`src/rtl/fifo_to_mem.sv`:
```
// fifo_to_mem: drains a programmed number of FIFO words into consecutive RAM addresses.
// Define FIFO_TO_MEM_TIMEOUT_EN to add an empty-stall timeout that ends a transfer early.
module fifo_to_mem #(
    parameter int DATA_WIDTH     = 4,
    parameter int MEM_ADDR_WIDTH = 8,
    parameter int TIMEOUT_CYCLES = 16
) (
    input  logic                      clk,
    input  logic                      reset,
    input  logic                      start,
    input  logic [MEM_ADDR_WIDTH-1:0] base_addr,
    input  logic [MEM_ADDR_WIDTH:0]   length,
    input  logic                      fifo_empty,
    input  logic [DATA_WIDTH-1:0]     fifo_r_data,
    output logic                      fifo_rd,
    output logic                      mem_we,
    output logic [MEM_ADDR_WIDTH-1:0] mem_addr,
    output logic [DATA_WIDTH-1:0]     mem_wdata,
    output logic                      busy,
    output logic                      done,
`ifdef FIFO_TO_MEM_TIMEOUT_EN
    output logic                      timeout,
`endif
    output logic [MEM_ADDR_WIDTH:0]   word_cnt
);
    localparam int AW = MEM_ADDR_WIDTH;

    typedef enum logic [1:0] {IDLE, XFER, DONE} state_t;

    state_t        state, state_nxt;
    logic [AW-1:0] cur_addr;
    logic [AW:0]   remaining;
    logic          pop;
    logic          last_pop;

`ifdef FIFO_TO_MEM_TIMEOUT_EN
    localparam int SW = $clog2(TIMEOUT_CYCLES + 1);
    logic [SW-1:0] stall_cnt;
    logic          stall_hit;
    assign stall_hit = (state == XFER) && fifo_empty && (stall_cnt == SW'(TIMEOUT_CYCLES - 1));
`endif

    assign pop      = (state == XFER) && !fifo_empty && (remaining != '0);
    assign last_pop = pop && (remaining == (AW+1)'(1));
    assign fifo_rd  = pop;
    assign busy     = state != IDLE;
    assign done     = state == DONE;

    always_comb begin
        state_nxt = state;
        unique case (state)
            IDLE:    state_nxt = !start ? IDLE : (length != '0) ? XFER : DONE;
`ifdef FIFO_TO_MEM_TIMEOUT_EN
            XFER:    state_nxt = (last_pop || stall_hit) ? DONE : XFER;
`else
            XFER:    state_nxt = last_pop ? DONE : XFER;
`endif
            DONE:    state_nxt = IDLE;
            default: state_nxt = IDLE;
        endcase
    end

    always_ff @(posedge clk or negedge reset) begin
        if (!reset) begin
            state     <= IDLE;
            cur_addr  <= '0;
            remaining <= '0;
            word_cnt  <= '0;
            mem_we    <= 1'b0;
            mem_addr  <= '0;
            mem_wdata <= '0;
        end else begin
            state  <= state_nxt;
            mem_we <= pop;
            if (state == IDLE && start) begin
                cur_addr  <= base_addr;
                remaining <= length;
                word_cnt  <= '0;
            end
            if (pop) begin
                mem_addr  <= cur_addr;
                mem_wdata <= fifo_r_data;
                cur_addr  <= cur_addr + AW'(1);
                remaining <= remaining - (AW+1)'(1);
                word_cnt  <= word_cnt + (AW+1)'(1);
            end
        end
    end

`ifdef FIFO_TO_MEM_TIMEOUT_EN
    // The stall count only survives consecutive empty cycles inside XFER.
    always_ff @(posedge clk or negedge reset) begin
        if (!reset) begin
            stall_cnt <= '0;
            timeout   <= 1'b0;
        end else begin
            stall_cnt <= (state == XFER && fifo_empty && !stall_hit) ? stall_cnt + SW'(1) : '0;
            timeout   <= stall_hit;
        end
    end
`endif
endmodule

```
`config.mk`:
```
export PLATFORM = sky130hd
export DESIGN_NAME = fifo_to_mem
export DESIGN_NICKNAME = d
export VERILOG_FILES = /design/src/rtl/fifo_to_mem.sv
export SDC_FILE = /design/constraint.sdc
export NUM_CORES = 1
export LEC_CHECK = 0
export BUFFER_PORTS_ARGS = -buffer_cell sky130_fd_sc_hd__clkbuf_2
export CAP_MARGIN = 15
export CORE_UTILIZATION = 50
export CTS_CLUSTER_DIAMETER = 200
export DETAILED_ROUTE_END_ITERATION = 10
export HOLD_SLACK_MARGIN = 0.1
export PLACE_DENSITY_LB_ADDON = 0.2
export SYNTH_ARGS = -nofsm -noshare
export SYNTH_HDL_FRONTEND = slang
export SYNTH_SLANG_ARGS = --single-unit
```
`constraint.sdc`:
```
create_clock -name clk -period 4.6 [get_ports clk]
set_clock_uncertainty 0.1 [all_clocks]
set_input_delay 0.46 -clock clk [delete_from_list [all_inputs] [get_ports clk]]
set_output_delay 0.46 -clock clk [all_outputs]
set_load 0.01 [all_outputs]
```
==> run metrics, run 1 <==
via count=around 1800; r2r setup slk=1.70 ns; initial antenna violation count=0; num ports=50; Post-Synthesis Cells=roughly 220; CTS tree=built; register area share after synthesis=between 40% and 50%; # nets final=approximately 290; Clock Latency Late Sink=a little under 0.3 ns; Min-Delay Path Class=in -> async; detailed-route DRC error count=0; Yosys reg bits=41; Core Region=between 0.003 and 0.004 mm²; post-route ant nets=0; worst r2r path cells=8; Initial Util=54.1%; prevailing post-synth register cell=dfrtp_1; Setup crit end kind=primary output; Die Footprint=approximately 0.0044 mm²; Mapped Area=about 0.0021 mm²; Overall Global Routing Usage=around 22%; status=finished clean; # setup viols final=0; PwrDens=597 mW/mm²; period utilisation layout=between 60% and 70%; CTS Hold Buffers Added=0; number of global-route vias before repair=about 1600; most frequent cells in the layout=56 x nand2_1, 49 x clkbuf_2, 41 x dfrtp_1; Rows=22; Initial DRC Count=between 100 and 150; top-area cell type share of the netlist area=about half; drt first pass iters=4; number of diodes=0; CP arrival=2.54 ns; Power, Total=~0.0014 W; worst vdd ir=between 0.0003 and 0.0004 V; Hold Violations, Final=0; RSZ-0062 raised after global routing=false; Setup CP Type=reg -> out; Hold WS=approximately 0.23 ns; worst-margin pin slew=between 1 and 1.5 ns; FMAX=around 320 MHz; GRT overflow=0; clk sinks=between 40 and 50; Slew HR=32.5%; Port Buffers=49; dpl ws=approximately 1.7 ns; Synth area leader=dfrtp_1; mean post-synth cell area=about 9.6 µm²; largest net degree at the start of global routing=42; CTS Buf Count=5; worst-path fanout max=38; commonest non-fill, non-tap cell in the layout=nand2_1; clk buf depth=2; fraction of layout cells with a size suffix above 1=around a quarter; Mapped Nets=around 240; DPL Wire Length=between 2000 and 3000 µm; DRT Wirelength=approximately 4300 µm; Post-synth ARST share=100%; fin crit period=3.10 ns; CP required=between 4 and 5 ns; crit path launch type=flip-flop; Post-CTS Resized=0; Syn-to-layout area delta=18.0%; Post-synth EDFFs=0; yosys warns=0; Fin Setup TNS=0 ns; fin. max-slew vios=0; Pleak=between 1 and 1.5 nW; routed vias/inst=between 5 and 6; H-tree levels=2; routability-driven placement congestion ratio=~0.84; die height=~66 µm; Die Wd=around 66 µm; clk root buf=clkbuf_8; post-CTS setup buffer count=0; Final Worst Setup Slack=between 1 and 1.5 ns; max_cap viols=0; Yosys cell types=39; Worst-path clk slew=approximately 0.080 ns; wire per inst=between 10 and 15 µm; largest cells by area after synthesis=dfrtp_1 50%, nand2_1 10%, mux2i_1 3.9%, nand3_1 2.7%, a221o_1 2.4%; first-pass GRT wire length=~7400 µm
area by class of cell:
cell class	count	area (µm²)
clock inverters	1	30.0
well taps	48	60.1
multi-input cells	156	936
flip-flops and latches	41	1030
repair buffers	51	260
clock buffers	7	86.3
fillers	324	1370
inverters	7	26.3
layer usage:
metal	part of all wire [%]	vias up	GRT usage, %
li1	-	866	-
met1	49	844	29.4
met2	46	38	35.6
met3	4.6	2	6.03
met4	0.54	0	7.18
met5	0	-	0
worst max-delay path: stages, from the launching register on:
cell and delay (ns):
dfrtp_1 0.45, inv_1 0.08, ha_1 0.22, or4b_1 0.47
o21ai_2 0.12, buf_4 0.35, inv_2 0.33, clkbuf_2 0.22
path summary, 6_finish.rpt:
path	from	end
setup / recovery	remaining[0]$_DFFE_PN0P_	fifo_rd
hold / removal	reset	word_cnt[6]$_DFFE_PN0P_
setup reg to reg	remaining[0]$_DFFE_PN0P_	cur_addr[4]$_DFFE_PN0P_
hold reg to reg	word_cnt[8]$_DFFE_PN0P_	word_cnt[8]$_DFFE_PN0P_
max in group asynchronous	reset	mem_addr[4]$_DFFE_PN0N_
min in group clk	fifo_r_data[3]	mem_wdata[3]$_DFFE_PN0N_
registers in the layout (all words and copies together), names as in the netlist:
signal and cells:
mem_we 1, mem_addr 8, state 2, word_cnt 9, mem_wdata 4, cur_addr 8, remaining 9
kinds of logic (layout without fill, tap and decap cells):
| group | Yosys count | count (layout) | share of synthesized area [%] |
|---|---|---|---|
| AOI/OAI and AO/OA | 30 | 30 | 12.0 |
| adders and majority gates | 4 | 4 | 2.44 |
| buffers and inverters | 18 | 66 | 4.69 |
| DFF | 41 | 41 | 49.9 |
| muxes | 9 | 9 | 4.63 |
| and+or+nand+nor | 113 | 113 | 26.3 |
cells in the mapped netlist (2+ instances only):
| cell type | count |
|---|---|
| buf_2 | 2 |
| nand4_1 | 3 |
| clkbuf_1 | 5 |
| buf_6 | 3 |
| or2_2 | 2 |
| a221o_1 | 5 |
| or4_1 | 6 |
| nand2_1 | 56 |
| nor3_1 | 6 |
| nor3b_1 | 2 |
| inv_1 | 6 |
| or3_1 | 2 |
| o21ai_0 | 4 |
| nand3_1 | 11 |
| nor2_1 | 10 |
| nor4_1 | 5 |
| a32oi_1 | 2 |
| a22oi_1 | 2 |
| dfrtp_1 | 41 |
| ha_1 | 4 |
| o221a_2 | 2 |
| o311ai_0 | 3 |
| and3_1 | 6 |
| a211o_1 | 4 |
| mux2i_1 | 8 |
| o211ai_1 | 2 |
through the flow:
stage | std cells | utilization [%] | area (µm²)
floorplan | 215 | - | 2050
global placement | 303 | 60.8 | 2310
detailed placement | 303 | 60.8 | 2310
CTS | 311 | 63.8 | 2420
global route | 311 | 63.8 | 2420
finish | 311 | 63.8 | 2420
power by group:
part / switching (W) / total (W) / internal [W]
registers: 0.000146 / 0.000653 / 0.000507
logic: 0.000274 / 0.000500 / 0.000226
clock network: 0.000119 / 0.000296 / 0.000177
total: 0.000539 / 0.00145 / 0.000910
Power figures use the tool's default switching activity.
==> run 2: changes to the inputs <==
Clock period 4.6 ns to 3.05 ns, I/O delays scaled along.
==> run 2 against run 1 <==
Effect of this change:
- sequential power increased by 50%
- power increased by 47%
- clock power up 31%
- largest cell class unchanged
==> run metrics, run 2 (same netlist as run 1, synthesis figures left out) <==
worst-margin pin slew=0.999 ns (was 1.01 ns); CTS Buf Count=5 (unchanged); RSZ-0062 raised after global routing=false (unchanged); Post-Layout Inst Area=0.00244 mm² (was 0.00242 mm²); critical path's largest stage delay=0.46 ns (was 0.47 ns); drt first pass iters=4 (unchanged); initial antenna violation count=0 (unchanged); commonest non-fill, non-tap cell in the layout=nand2_1 (unchanged); Syn-to-layout area delta=18.8% (was 18.0%); PwrDens=870 mW/mm² (was 597 mW/mm²); Clock Latency Late Sink=0.29 ns (about the same); routability-driven placement congestion ratio=0.795 (was 0.837); Min-Delay Path Class=in -> reg (was in -> async); die height=66.1 µm (unchanged); worst vdd ir=0.000525 V (was 0.000364 V); Setup CP Type=reg -> out (unchanged); clk root buf=clkbuf_8 (unchanged); via count=1761 (was 1750); CP startpoint=remaining[0]$_DFFE_PN0P_ (unchanged); Placement Cell Area=0.00231 mm² (unchanged); DRT Wirelength=4310 µm (was 4280 µm); # nets final=294 (was 291); Rows=22 (unchanged); post-CTS setup buffer count=0 (unchanged); min-delay src=fifo_r_data[0]; wire per inst=13.7 µm (was 13.8 µm); FMAX=between 300 and 400 MHz; Initial DRC Count=156 (was 146); critical path cell sequence=inv_1, ha_1, or4b_1, o21ai_2, inv_2, clkbuf_2 (was inv_1, ha_1, or4b_1, o21ai_2, buf_4, inv_2, clkbuf_2); fin crit period=roughly 2.5 ns; fraction of layout cells with a size suffix above 1=25.2% (was 25.1%); clk sinks=41 (unchanged); Die Wd=66.1 µm (unchanged); Core Region=0.00380 mm² (unchanged); Power, Total=0.00212 W (was 0.00145 W); clk buf depth=2 (unchanged); Port Buffers=49 (unchanged); max_cap viols=0 (unchanged); Worst-path clk slew=0.07 ns (was 0.08 ns); number of diodes=0 (unchanged); Slew HR=33.4% (was 32.5%); post-route ant nets=0 (unchanged); Fin Setup TNS=0 ns (unchanged); Pleak=1.24 nW (was 1.23 nW); final core utilization=64.2% (was 63.8%); Die Footprint=0.00437 mm² (unchanged); GRT overflow=0 (unchanged); # setup viols final=0 (unchanged); worst r2r src=remaining[0]$_DFFE_PN0P_ (unchanged); DPL Wire Length=2860 µm (was 2870 µm); CP max stage cell=or4b_1 (unchanged); fin. max-slew vios=0 (unchanged); number of global-route vias before repair=1696 (was 1639); Setup crit end kind=primary output (unchanged); r2r setup slk=0.56 ns (was 1.70 ns); largest net degree at the start of global routing=42 (unchanged); CP required=2.64 ns (was 4.04 ns); worst-path fanout max=30 (was 38); H-tree levels=2 (unchanged); status=finished clean (unchanged); first-pass GRT wire length=7660 µm (was 7400 µm); num ports=50 (unchanged); period utilisation layout=between 80% and 90%; CTS tree=built (unchanged); detailed-route DRC error count=0 (unchanged); Initial Util=54.1% (unchanged); most frequent cells in the layout=56 x nand2_1, 49 x clkbuf_2, 41 x dfrtp_1 (unchanged); CP arrival=2.14 ns (was 2.54 ns); routed vias/inst=5.61 (was 5.63); Hold Violations, Final=0 (unchanged); crit path launch type=flip-flop (unchanged); Overall Global Routing Usage=23.3% (was 22.3%); largest registers=remaining (9), word_cnt (9) (unchanged)
==> run 2: cell types whose count changed in the layout (fill, tap and decap cells not counted), sizes merged <==
cell	previous run	this run
clkinv	0	1
bufinv	1	0
dlygate4sd3	0	3
==> run 2: layout make-up <==
cell class,instances,area [µm²]
inverter,7,26.3
timing repair buffer,54,290
tap,48,60.1
clock buffer,7,96.3
multi-input combinational,156,936
fill,333,1360
clock inverter,1,5.00
sequential,41,1030
==> run 2: where the power goes <==
| part | total [W] | switching, W | internal, W |
|---|---|---|---|
| combinational | 0.000754 | 0.000412 | 0.000342 |
| sequential | 0.000981 | 0.000217 | 0.000764 |
| clock | 0.000388 | 0.000183 | 0.000205 |
==> run 2: layer usage <==
layer	vias up	routed length [µm]	GRT usage, %	part of all wire, %
li1	877	-	-	-
met2	46	2020	36.2	47
met4	0	43	10.1	1.0
met1	834	2060	30.6	48
met5	-	0	0	0
met3	4	192	6.03	4.5
==> run 2: stage by stage <==
step	hold slack (ns)	worst slack, ns	instances
finish	0.109	0.507	314
detailed placement	0.366	0.564	303
global placement	0.362	0.648	303
global route	0.112	0.379	314
CTS	0.100	0.496	314
floorplan	-0.0906	0.913	215
==> run 2: path summary, 6_finish.rpt <==
check                                           end  cells past startpoint
setup / recovery                            fifo_rd                      6
hold / removal             mem_wdata[0]$_DFFE_PN0N_                      3
setup reg to reg            cur_addr[4]$_DFFE_PN0P_                      7
hold reg to reg            mem_wdata[3]$_DFFE_PN0N_                      2
max in group asynchronous   mem_addr[4]$_DFFE_PN0N_                      2
min in group asynchronous   word_cnt[6]$_DFFE_PN0P_                      2
==> run 2: repair_timing <==
item / 4_1_cts / 5_1_grt
endpoints found under the hold margin: 20 / 0
endpoints found under the setup margin: 0 / 0
resized for setup: 0 / 0
hold buffers: 3 / 0
==> run 2: worst max-delay path: cells and delay by family (launching register included) <==
kind	cells	cell delay, ns
and+or+nand+nor	1	0.46
AOI/OAI and AO/OA	1	0.16
adders and majority gates	1	0.22
DFF	1	0.45
buffers and inverters	3	0.56
